File: src/rtl/stage_mem_if.sv
// Execute -> memory -> write-back stage bus: handshake, latched control,
// SRAM read data and the register-file / bypass outputs.
interface stage_mem_if;
  logic        validin;
  logic        allowin;
  logic        allowout;
  logic        validout;
  logic [31:0] input_pc;
  logic [31:0] output_pc;
  logic [4:0]  input_rf_waddr;
  logic        input_rf_we;
  logic [4:0]  output_rf_waddr;
  logic        output_rf_we;
  logic [31:0] input_alu_result;
  logic        input_mem_read;
  logic [2:0]  input_mem_op;
  logic [31:0] data_sram_rdata;
  logic [31:0] output_rf_wdata;
  logic        fwd_we;
  logic [4:0]  fwd_waddr;
  logic [31:0] fwd_wdata;

  modport slave (
    input  validin, allowout, input_pc, input_rf_waddr, input_rf_we,
           input_alu_result, input_mem_read, input_mem_op, data_sram_rdata,
    output allowin, validout, output_pc, output_rf_waddr, output_rf_we,
           output_rf_wdata, fwd_we, fwd_waddr, fwd_wdata
  );

  modport master (
    output validin, allowout, input_pc, input_rf_waddr, input_rf_we,
           input_alu_result, input_mem_read, input_mem_op, data_sram_rdata,
    input  allowin, validout, output_pc, output_rf_waddr, output_rf_we,
           output_rf_wdata, fwd_we, fwd_waddr, fwd_wdata
  );
endinterface

File: src/rtl/stage_mem.sv
// Memory-access pipeline stage: latches execute results, captures SRAM read data,
// aligns loads. Define MEM_SUBWORD_EN to enable byte/half loads with extension.
module stage_mem #(
  parameter logic [31:0] PC_RESET  = 32'h0,
  parameter int          RDATA_LAT = 1
) (
  input logic        clk,
  input logic        rst,
  stage_mem_if.slave bus
);

  generate
    if (RDATA_LAT != 1) begin : g_lat_check
      $error("stage_mem: only RDATA_LAT == 1 is supported");
    end
  endgenerate

  logic        valid_r;
  logic [31:0] pc_r;
  logic [4:0]  rf_waddr_r;
  logic        rf_we_r;
  logic [31:0] alu_result_r;
  logic        mem_read_r;
  logic        fresh_r;
  logic [31:0] rdata_hold_r;
`ifdef MEM_SUBWORD_EN
  logic [2:0]  mem_op_r;
`endif

  logic        allowin_s;
  logic        flush_s;
  logic [31:0] load_word_s;
  logic [31:0] load_ext_s;
  logic [31:0] wdata_s;
  logic        rf_we_s;

`ifdef MEM_SUBWORD_EN
  function automatic logic [31:0] load_align(input logic [31:0] word,
                                             input logic [1:0]  off,
                                             input logic [2:0]  op);
    logic [7:0]  b;
    logic [15:0] h;
    logic [31:0] r;
    case (off)
      2'd0:    b = word[7:0];
      2'd1:    b = word[15:8];
      2'd2:    b = word[23:16];
      2'd3:    b = word[31:24];
      default: b = word[7:0];
    endcase
    h = off[1] ? word[31:16] : word[15:0];
    case (op[1:0])
      2'b01:   r = op[2] ? {24'h0, b} : {{24{b[7]}}, b};
      2'b10:   r = op[2] ? {16'h0, h} : {{16{h[15]}}, h};
      default: r = word;
    endcase
    return r;
  endfunction
`endif

  // Pipeline valid, first-cycle marker, read-data hold and latched payload
  always_ff @(posedge clk) begin
    if (rst) begin
      valid_r      <= 1'b0;
      pc_r         <= PC_RESET;
      rf_waddr_r   <= 5'd0;
      rf_we_r      <= 1'b0;
      alu_result_r <= 32'h0;
      mem_read_r   <= 1'b0;
      fresh_r      <= 1'b0;
      rdata_hold_r <= 32'h0;
`ifdef MEM_SUBWORD_EN
      mem_op_r     <= 3'd0;
`endif
    end else begin
      valid_r <= flush_s ? 1'b1 : (bus.allowout ? 1'b0 : valid_r);
      fresh_r <= flush_s;
      // SRAM output is only valid in the first cycle; keep it for stalls
      if (fresh_r) begin
        rdata_hold_r <= bus.data_sram_rdata;
      end
      if (flush_s) begin
        pc_r         <= bus.input_pc;
        rf_waddr_r   <= bus.input_rf_waddr;
        rf_we_r      <= bus.input_rf_we;
        alu_result_r <= bus.input_alu_result;
        mem_read_r   <= bus.input_mem_read;
`ifdef MEM_SUBWORD_EN
        mem_op_r     <= bus.input_mem_op;
`endif
      end
    end
  end

  // Handshake, load data selection and write-back / bypass outputs
  always_comb begin
    allowin_s   = !valid_r | bus.allowout;
    flush_s     = bus.validin & allowin_s;
    load_word_s = fresh_r ? bus.data_sram_rdata : rdata_hold_r;
`ifdef MEM_SUBWORD_EN
    load_ext_s  = load_align(load_word_s, alu_result_r[1:0], mem_op_r);
`else
    load_ext_s  = load_word_s;
`endif
    if (mem_read_r) begin
      wdata_s = load_ext_s;
    end else begin
      wdata_s = alu_result_r;
    end
    rf_we_s = valid_r & rf_we_r;

    bus.allowin         = allowin_s;
    bus.validout        = valid_r;
    bus.output_pc       = pc_r;
    bus.output_rf_waddr = rf_waddr_r;
    bus.output_rf_we    = rf_we_s;
    bus.output_rf_wdata = wdata_s;
    bus.fwd_we          = rf_we_s & (rf_waddr_r != 5'd0);
    bus.fwd_waddr       = rf_waddr_r;
    bus.fwd_wdata       = wdata_s;
  end

endmodule

File: src/flat_wrapper.sv
// flat-port wrapper written by rule: the top's interface ports become plain ports
module stage_mem_flat 
#(
  parameter logic [31:0] PC_RESET  = 32'h0,
  parameter int          RDATA_LAT = 1
)
  (clk, rst, bus_validin, bus_allowout, bus_input_pc, bus_input_rf_waddr, bus_input_rf_we, bus_input_alu_result, bus_input_mem_read, bus_input_mem_op, bus_data_sram_rdata, bus_allowin, bus_validout, bus_output_pc, bus_output_rf_waddr, bus_output_rf_we, bus_output_rf_wdata, bus_fwd_we, bus_fwd_waddr, bus_fwd_wdata);
  stage_mem_if bus_i ();
  input logic clk;
  input logic rst;
  input wire logic [$bits(bus_i.validin)-1:0] bus_validin;
  input wire logic [$bits(bus_i.allowout)-1:0] bus_allowout;
  input wire logic [$bits(bus_i.input_pc)-1:0] bus_input_pc;
  input wire logic [$bits(bus_i.input_rf_waddr)-1:0] bus_input_rf_waddr;
  input wire logic [$bits(bus_i.input_rf_we)-1:0] bus_input_rf_we;
  input wire logic [$bits(bus_i.input_alu_result)-1:0] bus_input_alu_result;
  input wire logic [$bits(bus_i.input_mem_read)-1:0] bus_input_mem_read;
  input wire logic [$bits(bus_i.input_mem_op)-1:0] bus_input_mem_op;
  input wire logic [$bits(bus_i.data_sram_rdata)-1:0] bus_data_sram_rdata;
  output wire logic [$bits(bus_i.allowin)-1:0] bus_allowin;
  output wire logic [$bits(bus_i.validout)-1:0] bus_validout;
  output wire logic [$bits(bus_i.output_pc)-1:0] bus_output_pc;
  output wire logic [$bits(bus_i.output_rf_waddr)-1:0] bus_output_rf_waddr;
  output wire logic [$bits(bus_i.output_rf_we)-1:0] bus_output_rf_we;
  output wire logic [$bits(bus_i.output_rf_wdata)-1:0] bus_output_rf_wdata;
  output wire logic [$bits(bus_i.fwd_we)-1:0] bus_fwd_we;
  output wire logic [$bits(bus_i.fwd_waddr)-1:0] bus_fwd_waddr;
  output wire logic [$bits(bus_i.fwd_wdata)-1:0] bus_fwd_wdata;
  assign bus_i.validin = bus_validin;
  assign bus_i.allowout = bus_allowout;
  assign bus_i.input_pc = bus_input_pc;
  assign bus_i.input_rf_waddr = bus_input_rf_waddr;
  assign bus_i.input_rf_we = bus_input_rf_we;
  assign bus_i.input_alu_result = bus_input_alu_result;
  assign bus_i.input_mem_read = bus_input_mem_read;
  assign bus_i.input_mem_op = bus_input_mem_op;
  assign bus_i.data_sram_rdata = bus_data_sram_rdata;
  assign bus_allowin = bus_i.allowin;
  assign bus_validout = bus_i.validout;
  assign bus_output_pc = bus_i.output_pc;
  assign bus_output_rf_waddr = bus_i.output_rf_waddr;
  assign bus_output_rf_we = bus_i.output_rf_we;
  assign bus_output_rf_wdata = bus_i.output_rf_wdata;
  assign bus_fwd_we = bus_i.fwd_we;
  assign bus_fwd_waddr = bus_i.fwd_waddr;
  assign bus_fwd_wdata = bus_i.fwd_wdata;
  stage_mem #(.PC_RESET(PC_RESET), .RDATA_LAT(RDATA_LAT)) u_core (.clk(clk), .rst(rst), .bus(bus_i));
endmodule
File: config.mk
export PLATFORM = sky130hd
export DESIGN_NAME = stage_mem_flat
export DESIGN_NICKNAME = d
export VERILOG_FILES = /design/src/rtl/stage_mem_if.sv /design/src/rtl/stage_mem.sv /design/src/flat_wrapper.sv
export SDC_FILE = /design/constraint.sdc
export NUM_CORES = 1
export LEC_CHECK = 0
export ABC_AREA = 1
export BUFFER_PORTS_ARGS = -buffer_cell sky130_fd_sc_hd__buf_2
export CORE_MARGIN = 3
export CORE_UTILIZATION = 35
export DETAILED_ROUTE_END_ITERATION = 6
export PLACE_DENSITY_LB_ADDON = 0.1
export SYNTH_ARGS = -nofsm -noshare
export SYNTH_HDL_FRONTEND = slang
export SYNTH_SLANG_ARGS = --single-unit
File: constraint.sdc
create_clock -name clk -period 2.2 [get_ports clk]
set_input_delay 0.22 -clock clk [delete_from_list [all_inputs] [get_ports clk]]
set_output_delay 0.22 -clock clk [all_outputs]
set_load 0.02 [all_outputs]
; Word-level counts from Yosys, hierarchy flattened
; Cells that the tools add are included.
; Widths: inputs -> output; s select.
[classes]
muxes = 4
bitwise = 4
reduce_logical = 3
[ops]
columns = operator, count
row1 = $mux 32, 2
row2 = $reduce_bool 5->1, 1
row3 = $and 1x1->1, 3
row4 = $mux 1, 2
row5 = $reduce_bool 2->1, 1
row6 = $logic_not 1->1, 1
row7 = $or 1x1->1, 1
[totals]
reg_bits = 105
output_inout_bits = 110

; Longest topological paths before layout
[logic_depth]
word_depth = 4
mapped_depth = 7

; Worst setup path after synthesis
; No wires, ideal clock.
[synth_path]
path_type = reg-to-output
from = register u_core.fresh_r
to = output port bus_output_rf_wdata[22]
arrival_ns = 1.202
t_required_ns = 1.980
slack_ns = 0.778
stages_incl_launch_ff = 7
cell_sequence = dfxtp_1 buf_2 buf_6 buf_6 o211ai_1 nand2_1 buf_4
[synth_via]
elab_chain_cells = 2
[synth_rtl]
columns = element, line
row1 = from (decl), stage_mem.sv:24  ; logic fresh_r;
row2 = from (signal assigned), stage_mem.sv:77  ; fresh_r <= flush_s;
row3 = $mux 32, stage_mem.sv:99  ; load_word_s = fresh_r ? bus.data_sram_rdata : rdata_hold_r;
row4 = $mux 32, stage_mem.sv:105  ; if (mem_read_r) begin
row5 = to (decl), flat_wrapper.sv:25  ; output wire logic [$bits(bus_i.output_rf_wdata)-1:0] bus_output_rf_wdata;
; No other way between the ends.

; Final worst setup path
[layout_path]
from = register u_core.fresh_r
to = output port bus_output_rf_wdata[10]
; Same word-level chain as after synthesis.

==> flow_summary.ini <==
[timing]
relSlewSlack_pct = 64.0
final.min_clock_period_ns = 1.76
grt_setup_unrepaired = false
hold_viol_final = 0
setup_slack_ns = 0.435
max_freq_mhz = 567
slew_violations = 0
fin_skew_ns = 0.00675
setup_violations = 0
tns_ns = 0
worst_slew_pin_slew_ns = 0.540
post-route-period-util_pct = 80.2
hold_ws_ns = 0.183

[grt]
grt_use_total_pct = 16.3
grt_pass1_wl_mm = 22.2
antenna_found_initial = 0
gr-total-overflow = 0
first_global_vias = 4562
grt_max_degree = 97

[power]
p_comb_share_pct = 22.7
p_switching_uw = 1490
p_int_uw = 3360
clkPwrFrac_pct = 33.4
switching_share_pct = 30.8
power.share.sequential_pct = 43.9
ir_drop_mv = 0.380
power_density_nw_per_um2 = 749
p_leak_uw = 0.00368

[routing]
vias = 5046
finalWirelength_mm = 13.9
wl_per_cell_um = 12.3
vias_per_cell = 4.47
drt_iter0_drc = 286
final_antenna_net_count = 0
remaining_drc_errors = 0
firstDrtPassIters = 4

[yosys]
synth_area_sq_um = 5340
synth_warnings = 0
syn-instance-count = 795
syn_avg_cell_area_sq_um = 6.71
yosys_register_bits = 105
yosysUniqueCellTypes = 17
syn_nets = 905
yosysSeqAreaShare_pct = 39.4

[layout]
final_common_cell = buf_2
seq_area_sq_um = 2100
final_cell_mix = 215 x buf_2, 170 x nand2_1, 107 x inv_1, 106 x nor2_1, 104 x dfxtp_1
nets = 1050
fin_cells = 1129
multi_input_area_sq_um = 2170
drive_gt1_share_pct = 26.5
diodes = 0
finish.utilization_pct = 44.1
fillers = 1640
syn_to_final_growth_pct = 21.4

[critical_path]
r2r_start = u_core.bus.validout$_SDFFE_PP0P_
startpoint_type = register
critical-path-top-delay-family = buffers and inverters
r2r_cells = 5
cp_slowest_cell = dfxtp_2
critPathMaxFanout = 96
r2r-end = u_core.bus.output_pc[10]$_SDFFE_PP0P_
crit_start = u_core.fresh_r$_SDFF_PP0_
cp.required_ns = 1.98
critical-path-max-stage-delay_ns = 0.34
cpMostUsedCell = nand2_1
r2r_slack_ns = 0.78
arrival_ns = 1.54
critPathCaptureType = output port
cp_num_buf_inv = 2
path_class = reg2out
cp.depth = 5
crit_end = bus_output_rf_wdata[10]
worstPathCellList = buf_12, nand2_1, o211ai_1, nand2_1, buf_2

[clock_network]
cts_max_path_buffers = 2
clk_pin_slew_worst_paths_ns = 0.07
cts_made_buffers = 9
clock_sinks = 105
cts_resized = 0
cts_tree = done
htree_num_levels = 3
cts_root_buf = clkbuf_16
post_cts_buffers = 0
cts_hold_buf = 0
insertion_delay_ns = 0.35

[floorplan]
rows = 44
core_sq_um = 14700
dieWidth_um = 129
die-area_sq_um = 16800
initial_core_util_pct = 36.3
num_io_pins = 220
die_h_um = 129

[outcome]
status = complete, no violations

[placed_design]
dp_hpwl_mm = 9.62
routabilityCongestion = 0.746
placedCellCount = 1113
place_ws_ns = 0.795
port_buffers = 216

[run]
cap_violations = 0

[min_path]
hold_class = in2reg
-- power by group through the flow --
stage | registers, uW | logic (uW) | clock network [uW]
global route | 2140 | 1240 | 1770
floorplan | 2220 | 783 | 0
global placement | 2170 | 1110 | 0
finish | 2130 | 1100 | 1620
detailed placement | 2170 | 1120 | 0
CTS | 2130 | 1120 | 1680
-- kinds of logic after synthesis --
kind of cell | count (synthesis) | synth area share (%)
simple gates | 349 | 26.3
compound gates | 136 | 14.3
flops | 105 | 39.4
buf+inv | 205 | 20.0
-- synth_stat cells --
library cell | count | area, sq um
a21oi_1 | 72 | 360
buf_2 | 35 | 175
buf_4 | 44 | 330
buf_6 | 12 | 135
clkbuf_1 | 5 | 18.8
clkbuf_2 | 1 | 5.00
dfxtp_1 | 105 | 2100
inv_1 | 107 | 402
inv_2 | 1 | 3.75
nand2_1 | 170 | 638
nand2_2 | 1 | 6.26
nand3_1 | 71 | 355
nand3b_1 | 1 | 7.51
nor2_1 | 106 | 398
o211ai_1 | 32 | 240
o21ai_0 | 26 | 130
o21ai_1 | 6 | 30.0
-- cell type report --
cell class	instances	share of cell area, %
clock buffers	10	3.69
clock inverters	6	0.889
inverters	108	6.26
multi-input cells	485	33.5
flip-flops and latches	105	32.5
well taps	184	3.55
repair buffers	231	19.6
-- registers in the layout, indices dropped and copies added (netlist names) --
signal,cells
u_core.alu_result_r,32
u_core.bus.output_pc,32
u_core.rdata_hold_r,32
u_core.bus.fwd_waddr,5
u_core.bus.validout,1
u_core.fresh_r,1
u_core.mem_read_r,1
u_core.rf_we_r,1
-- tightest hold or removal path: cells and delay by family --
kind	cells	cell delay [ns]
buffers and inverters	2	0.10
and+or+nand+nor	3	0.17
-- through the flow --
stage | power (uW) | cell area [sq um]
2_1_floorplan | 3000 | 5340
3_3_place_gp | 3280 | 6180
3_5_place_dp | 3290 | 6180
4_1_cts | 4930 | 6480
5_1_grt | 5150 | 6480
6_report | 4850 | 6480
-- layer usage --
layer | vias to the layer above | GRT usage [%] | part of all wire, %
met5 | - | 0 | 0
met4 | 0 | 5.32 | 1.2
met3 | 11 | 4.45 | 7.6
met2 | 144 | 23.6 | 41
met1 | 2154 | 23.5 | 50
li1 | 2737 | - | -
-- worst min-delay path by stage --
stage	start	slack, ns	cells past startpoint	end
after floorplan	bus_input_alu_result[22]	0.44	4	u_core.alu_result_r[22]$_SDFFE_PP0P_
after global placement	u_core.bus.output_pc[3]$_SDFFE_PP0P_	0.45	2	u_core.bus.output_pc[3]$_SDFFE_PP0P_
after detailed placement	u_core.bus.output_pc[18]$_SDFFE_PP0P_	0.47	2	u_core.bus.output_pc[18]$_SDFFE_PP0P_
after CTS	bus_input_pc[19]	0.17	5	u_core.bus.output_pc[19]$_SDFFE_PP0P_
after global routing	bus_input_alu_result[7]	0.19	5	u_core.alu_result_r[7]$_SDFFE_PP0P_
final	bus_input_pc[19]	0.18	5	u_core.bus.output_pc[19]$_SDFFE_PP0P_
Note: power is estimated with default switching activity, not from simulation.
